==> config.mk <==
export PLATFORM = sky130hd
export DESIGN_NAME = ama_riscv_mem_arbiter
export DESIGN_NICKNAME = d
export VERILOG_FILES = /design/src/rtl/ama_riscv_mem_arbiter.sv
export SDC_FILE = /design/constraint.sdc
export NUM_CORES = 1
export LEC_CHECK = 0
export ABC_CLOCK_PERIOD_IN_PS = 1700
export CAP_MARGIN = 5
export CORE_AREA = 4 4 104 106
export CTS_CLUSTER_DIAMETER = 50
export DETAILED_ROUTE_END_ITERATION = 16
export DIE_AREA = 0 0 108 110
export DONT_BUFFER_PORTS = 1
export SYNTH_ARGS = -nofsm -noshare
export SYNTH_HDL_FRONTEND = slang
export SYNTH_SLANG_ARGS = --single-unit
==> constraint.sdc <==
create_clock -name clk -period 1.7 [get_ports clk]
set_clock_uncertainty 0.05 [all_clocks]
set_input_delay 0.34 -clock clk [delete_from_list [all_inputs] [get_ports clk]]
set_output_delay 0.34 -clock clk [all_outputs]
set_load 0.05 [all_outputs]
==> src/rtl/ama_riscv_mem_arbiter.sv <==
// Single-port memory arbiter between instruction fetch and load/store.
// Data side has priority, with a bounded starvation counter protecting fetch.
module ama_riscv_mem_arbiter #(
  parameter int AW         = 32,
  parameter int STARVE_MAX = 4
) (
  input  logic          clk,
  input  logic          rst_n,
  input  logic          i_req,
  input  logic [AW-1:0] i_addr,
  input  logic          i_flush,
  output logic          i_gnt,
  output logic          i_ack,
  output logic [31:0]   i_rdata,
  input  logic          d_req,
  input  logic          d_we,
  input  logic [AW-1:0] d_addr,
  input  logic [31:0]   d_wdata,
  input  logic [3:0]    d_wstrb,
  output logic          d_gnt,
  output logic          d_ack,
  output logic [31:0]   d_rdata,
  output logic          mem_req,
  output logic          mem_we,
  output logic [AW-1:0] mem_addr,
  output logic [31:0]   mem_wdata,
  output logic [3:0]    mem_wstrb,
  input  logic          mem_ack,
  input  logic [31:0]   mem_rdata
);

  localparam int SW = $clog2(STARVE_MAX + 1);
  localparam logic [SW-1:0] STARVE_TOP = SW'(STARVE_MAX);
  localparam logic [SW-1:0] STARVE_ONE = SW'(1);

  typedef enum logic [1:0] {
    IDLE   = 2'd0,
    BUSY_I = 2'd1,
    BUSY_D = 2'd2
  } state_t;

  state_t        state_q, state_d;
  logic [SW-1:0] starve_q, starve_d;
  logic          drop_q, drop_d;
  logic          store_q, store_d;
  logic          starve_hit;

  assign starve_hit = (starve_q == STARVE_TOP);

  always_comb begin
    state_d   = state_q;
    starve_d  = starve_q;
    drop_d    = drop_q;
    store_d   = store_q;
    i_gnt     = 1'b0;
    i_ack     = 1'b0;
    i_rdata   = '0;
    d_gnt     = 1'b0;
    d_ack     = 1'b0;
    d_rdata   = '0;
    mem_req   = 1'b0;
    mem_we    = 1'b0;
    mem_addr  = '0;
    mem_wdata = '0;
    mem_wstrb = '0;

    case (state_q)
      IDLE: begin
        if (d_req && !(i_req && starve_hit)) begin
          d_gnt     = 1'b1;
          mem_req   = 1'b1;
          mem_we    = d_we;
          mem_addr  = d_addr;
          mem_wdata = d_wdata;
          mem_wstrb = d_wstrb;
          store_d   = d_we;
          state_d   = BUSY_D;
          if (!i_req) begin
            starve_d = '0;
          end else if (!starve_hit) begin
            starve_d = starve_q + STARVE_ONE;
          end
        end else if (i_req && (d_req || !i_flush)) begin
          // a flush coinciding with the grant kills the fetch before it returns
          i_gnt    = 1'b1;
          mem_req  = 1'b1;
          mem_addr = i_addr;
          drop_d   = i_flush;
          starve_d = '0;
          state_d  = BUSY_I;
        end else if (!i_req) begin
          starve_d = '0;
        end
      end
      BUSY_I: begin
        if (mem_ack) begin
          if (!(drop_q || i_flush)) begin
            i_ack   = 1'b1;
            i_rdata = mem_rdata;
          end
          drop_d  = 1'b0;
          state_d = IDLE;
        end else if (i_flush) begin
          drop_d = 1'b1;
        end
      end
      BUSY_D: begin
        if (mem_ack) begin
          d_ack   = 1'b1;
          d_rdata = store_q ? '0 : mem_rdata;
          state_d = IDLE;
        end
      end
      default: state_d = IDLE;
    endcase

    // outputs are combinational, so reset must mask them directly
    if (!rst_n) begin
      i_gnt     = 1'b0;
      i_ack     = 1'b0;
      i_rdata   = '0;
      d_gnt     = 1'b0;
      d_ack     = 1'b0;
      d_rdata   = '0;
      mem_req   = 1'b0;
      mem_we    = 1'b0;
      mem_addr  = '0;
      mem_wdata = '0;
      mem_wstrb = '0;
    end
  end

  always_ff @(posedge clk or negedge rst_n) begin
    if (!rst_n) begin
      state_q  <= IDLE;
      starve_q <= '0;
      drop_q   <= 1'b0;
      store_q  <= 1'b0;
    end else begin
      state_q  <= state_d;
      starve_q <= starve_d;
      drop_q   <= drop_d;
      store_q  <= store_d;
    end
  end

endmodule

==> impl_metrics.ini, run 1 <==
[detailed_routing]
drtAntennaViolNets = 0
drt-total-wl_um = 8880
wl_per_cell_um = 23.1
firstDrtPassIters = 4
drt_iter0_markers = 77
vias_per_cell = 4.90
drcViolationCount = 0
vias = 1888

[clock_network]
cts_root_buf = clkbuf_8
clock_latency_ns = 0.24
cts_buffer_depth = 2
tritoncts = built
cts.sinks = 7
cts.clk_slew.worst_paths_ns = 0.05
h-tree-depth = 1
numCtsBuffers = 3

[synthesis]
yosys.area.top_type = and2_1
ys_top_cells_by_count = and2_1, a22o_1, buf_6
yosys-top-cells-area = and2_1, a22o_1, dfrtp_1
yosysMostFrequentCell = and2_1
synth_top_area_share_pct = 38.4
yosysWarnings = 0
synth_cells = 212
synth-main-ff-cell = dfrtp_1
synthArstFlopShare_pct = 100
synth_edf_count = 0
synthesis.nets = 356
synth_cell_types = 39
synth_seq_cells = 7
ys_seq_area_share_pct = 10.7
netlist_area_sq_um = 1640
syn_avg_cell_area_sq_um = 7.76

[sta]
slew_violations = 0
finalHoldViolCount = 0
grt_setup_unrepaired = true
fin_crit_sh_pct = 129
timing.final.ws_setup_ns = -0.487
final.min_clock_period_ns = 2.19
tightestPinTransition_ns = 0.379
fmax_mhz = 457
slew_headroom_pct = 74.5
setup_violations = 138

[cells_and_area]
drive_gt1_share_pct = 84.5
num_antenna_cells = 0
nFillCells = 960
seqCellArea_sq_um = 175
layout.cells.non_filler = 385
area_growth_pct = 95.8
fin_util_pct = 32.9
final_cell_area_sq_um = 3220
multi_input_area_sq_um = 1910
nets = 397

[worst_setup_path]
crit_start = starve_q[1]$_DFFE_PN0P_
reg2regPathDepth = 7
slowest_delay_ns = 0.38
crit_required_ns = 1.31
startpoint_type = register
crit_chain = inv_2, ha_4, nand3_4, and4_4, buf_8, buf_12, buf_6, o21bai_4
crit_path_end = mem_req
rrSetupSlack_ns = 0.13
crit_fanout = 4
r2r-end = store_q$_DFFE_PN0P_
end_kind = output pin
cp.arrival_ns = 1.80
slowest_stage = dfrtp_1
r2r_start = starve_q[1]$_DFFE_PN0P_
critical_path_class = reg2out

[placement]
placed_area_sq_um = 2480
dp.cells = 351
portBuffers = 0
place_hpwl_um = 6140
gp_congestion = 0.768
dp_worst_setup_slack_ns = -0.541

[global_route]
grt_pass1_wl_um = 10800
grtUsageMet2_pct = 25.9
grt_overflow = 0
grt_max_degree = 26
met3_usage_pct = 2.10
track_usage_pct = 11.8
grt.busiest_layer = met2
met1_usage_pct = 11.1
grt_pass1_vias = 1835
antenna_found_initial = 0

[status]
violations = negative setup slack
status = complete, but fails checks

[floorplan]
die_y_um = 110
fp.dieW_um = 108
rows = 36
ios = 277
die_area_sq_um = 11900
core-area_sq_um = 9770
initial_core_util_pct = 16.8

[power_and_ir_drop]
p_leak_nw = 1.45
p_per_area_nw_per_um2 = 1110
ir_worst_vdd_v = 0.000670
finalPower_mw = 3.59

[run]
max_cap_viol_count = 0

[worst_hold_path]
hold_class = in2reg
timing repair:
| item | 4_1_cts | 5_1_grt |
|---|---|---|
| pin swaps | 35 | 30 |
| cloned | 10 | 7 |
| buffers inserted | 12 | 8 |
| endpoints found under the setup margin | 138 | 138 |
| hold buffers | 1 | 0 |
| gates resized for setup | 42 | 15 |
| hold endpoints to repair | 7 | 0 |
sequential cells by signal, summed over array words and instances, names as in the netlist:
register and flops:
drop_q 1, state_q 2, starve_q 3, store_q 1
report_power, final:
group	total, mW	internal, mW	switching, mW	leakage, nW
Combinational	3.05	1.29	1.76	1.33
Clock	0.248	0.163	0.0850	0.0228
Sequential	0.285	0.235	0.0507	0.0908
worst max-delay path, delay by kind of cell, from the launching register on:
family	cells	cell delay [ns]
DFF	1	0.38
buffers and inverters	4	0.45
and+or+nand+nor	2	0.32
AOI/OAI and AO/OA	1	0.25
adders and majority gates	1	0.15
kinds of logic (layout without fill, tap and decap cells):
| group | after synthesis | after routing | synth area share (%) |
|---|---|---|---|
| buffers and inverters | 26 | 66 | 10.7 |
| AND/OR/NAND/NOR | 126 | 126 | 49.5 |
| AO/OA/AOI/OAI | 46 | 46 | 24.1 |
| adder cells (fa/ha/maj) | 5 | 5 | 3.81 |
| multiplexers | 2 | 2 | 1.29 |
| flip-flops | 7 | 7 | 10.7 |
cell type report:
cell class	count	share of cell area, %
clock buffers	4	1.40
inverters	6	0.700
multi-input cells	179	59.4
repair buffers	56	27.9
flip-flops and latches	7	5.44
well taps	133	5.17
layer usage:
metal	share of wire (%)	vias to the layer above	wire length [um]
li1	-	807	-
met1	30	897	2630
met2	60	177	5320
met3	9.4	7	834
met4	1.0	0	93
met5	0	-	0
cell usage in the layout (no fill, tap or decap), drive strengths merged:
cell,netlist,layout
a211oi,1,1
a21bo,2,2
a21boi,1,1
a21o,1,1
a21oi,3,3
a22o,32,32
a31oi,1,1
a41o,1,1
and2,101,101
and2b,1,1
and3,1,1
and4,2,2
buf,13,48
bufbuf,0,1
clkbuf,7,10
dfrtp,7,7
dlygate4sd3,0,1
ha,5,5
inv,6,6
mux2,1,1
mux2i,1,1
nand2,2,2
nand2b,2,2
nand3,3,3
nand4,5,5
nand4b,1,1
nor2,3,3
nor2b,2,2
nor4b,1,1
o211ai,2,2
o21bai,1,1
o22ai,1,1
or2,1,1
or3b,1,1
stage by stage:
stage,TNS [ns],hold slack [ns]
3_5_place_dp,-35.71,-0.00527
4_1_cts,-57.79,0.200
6_report,-54.13,0.202
2_1_floorplan,-18.01,-0.00559
5_1_grt,-64.86,0.201
3_3_place_gp,-29.84,-0.00525
how the worst min path moves through the flow:
stage / startpoint / endpoint / slack (ns) / cells past startpoint
3_5_place_dp: rst_n / state_q[0]$_DFFE_PN0P_ / -0.005 / 0
3_3_place_gp: rst_n / state_q[0]$_DFFE_PN0P_ / -0.005 / 0
4_1_cts: d_we / store_q$_DFFE_PN0P_ / 0.20 / 1
2_1_floorplan: rst_n / drop_q$_DFFE_PN0P_ / -0.006 / 0
6_report: d_we / store_q$_DFFE_PN0P_ / 0.20 / 1
5_1_grt: d_we / store_q$_DFFE_PN0P_ / 0.20 / 1
No activity file was read; power rests on OpenSTA's default activity.
==> run 2, diff against run 1 <==
Settings changed: SETUP_SLACK_MARGIN set to 0.4.
==> impl_metrics.ini, run 2 (synthesis gave the netlist of run 1 again) <==
[sta]
tightestPinTransition_ns = 0.378
slew_violations = 0
timing.final.ws_setup_ns = -0.514
slew_headroom_pct = 74.7
setup_violations = 138
final.min_clock_period_ns = 2.21
fin_crit_sh_pct = 130
fin_tns_setup_ns = -57.32
finalHoldViolCount = 0
fmax_mhz = 452
grt_setup_unrepaired = true

[clock_network]
cts.sinks = 7
h-tree-depth = 1
clock_latency_ns = 0.24
tritoncts = built
cts_root_buf = clkbuf_8
numCtsBuffers = 3
cts_buffer_depth = 2
cts.clk_slew.worst_paths_ns = 0.05

[floorplan]
rows = 36
core-area_sq_um = 9770
initial_core_util_pct = 16.8
die_y_um = 110
ios = 277
fp.dieW_um = 108
die_area_sq_um = 11900

[cells_and_area]
final_cell_mix = and2_4, a22o_4, buf_6
nFillCells = 944
nets = 409
largest_register_ffs = 3
final_common_cell = and2_4
area_growth_pct = 110
num_antenna_cells = 0
top_register = starve_q
largestRegisters = starve_q x3, state_q x2
drive_gt1_share_pct = 87.1
layout.cells.non_filler = 397
fin_util_pct = 35.3
seqCellArea_sq_um = 175
multi_input_area_sq_um = 1950

[detailed_routing]
vias = 1944
drcViolationCount = 0
firstDrtPassIters = 4
drt_iter0_markers = 115
vias_per_cell = 4.90
drt-total-wl_um = 10100
wl_per_cell_um = 25.4
drtAntennaViolNets = 0

[placement]
gp_congestion = 0.725
place_hpwl_um = 7240
dp.cells = 352
dp_worst_setup_slack_ns = -0.318
portBuffers = 0

[power_and_ir_drop]
p_leak_nw = 1.55
ir_worst_vdd_v = 0.000399
finalPower_mw = 3.87
p_per_area_nw_per_um2 = 1120

[global_route]
antenna_found_initial = 0
grt_pass1_vias = 2036
grt_overflow = 0
grt_pass1_wl_um = 12300
track_usage_pct = 13.9
grt_max_degree = 26

[worst_setup_path]
critical_path_class = reg2out
cp.arrival_ns = 1.82
crit_fanout = 5
crit_required_ns = 1.31
crit_chain = inv_2, ha_4, nand3_4, and4_4, buf_6, buf_6, a22o_4, buf_12
slowest_delay_ns = 0.38
end_kind = output pin
slowest_stage = dfrtp_1
cp_common_cell = buf_6
startpoint_type = register

[worst_hold_path]
hold_class = in2reg

[status]
violations = negative setup slack
status = complete, but fails checks

[run]
max_cap_viol_count = 0
[run 2: where the power goes]
part           internal, mW  switching [mW]  leakage [nW]
combinational          1.47            1.87          1.44
clock                 0.164          0.0871        0.0228
sequential            0.235          0.0522        0.0908
[run 2: final timing paths]
check                           slack [ns]  depth (start not counted)                     from                       to
worst max-delay path                 -0.51                          8  starve_q[1]$_DFFE_PN0P_             mem_addr[31]
worst min-delay path                  0.20                          1                     d_we      store_q$_DFFE_PN0P_
worst max register to register        0.08                          8  starve_q[1]$_DFFE_PN0P_      store_q$_DFFE_PN0P_
worst min register to register        0.53                          1      store_q$_DFFE_PN0P_      store_q$_DFFE_PN0P_
max in group asynchronous             0.92                          1                    rst_n  starve_q[2]$_DFFE_PN0P_
min in group asynchronous             0.41                          1                    rst_n       drop_q$_DFFE_PN0P_
[run 2: layout make-up]
cell class                      count  area share [%]
Multi-Input combinational cell    179            56.7
Sequential cell                     7            5.08
Inverter                            6           0.653
Tap cell                          133            4.83
Clock buffer                        4            1.31
Timing Repair Buffer               68            31.5
[run 2: critical path, delay by kind of cell (launching register included)]
kind,cells,cell delay [ns]
AO/OA/AOI/OAI,1,0.23
AND/OR/NAND/NOR,2,0.32
adder cells (fa/ha/maj),1,0.14
flip-flops,1,0.38
buffers and inverters,4,0.51
[run 2: through the flow]
step / hold WS (ns) / instance area [sq um]
after detailed placement: -0.00530 / 2490
after global placement: -0.00528 / 2490
after floorplan: -0.00559 / 2320
after global routing: 0.204 / 3450
after CTS: 0.201 / 3210
final: 0.201 / 3450
[run 2: repair_timing]
item | in CTS | in global routing
setup endpoints to repair | 144 | 145
pin swaps | 29 | 34
cloned | 13 | 5
resized for setup | 53 | 19
hold endpoints to repair | 7 | 0
hold buffers | 1 | 0
buffers inserted | 15 | 7
[run 2: metal layers]
metal | share of wire (%) | wire length (um) | track usage, % | vias to the layer above
li1 | - | - | - | 839
met1 | 34 | 3420 | 15.4 | 937
met2 | 54 | 5450 | 26.0 | 164
met3 | 11 | 1150 | 4.78 | 4
met4 | 0.55 | 55 | 2.16 | 0
met5 | 0 | 0 | 0 | -
==> run 3, diff against run 2 <==
Settings changed: CAP_MARGIN 5 to 20, HOLD_SLACK_MARGIN set to 0.03.
==> results of run 3 <==
The final DEF is identical to that of run 2; final timing and power are the same.
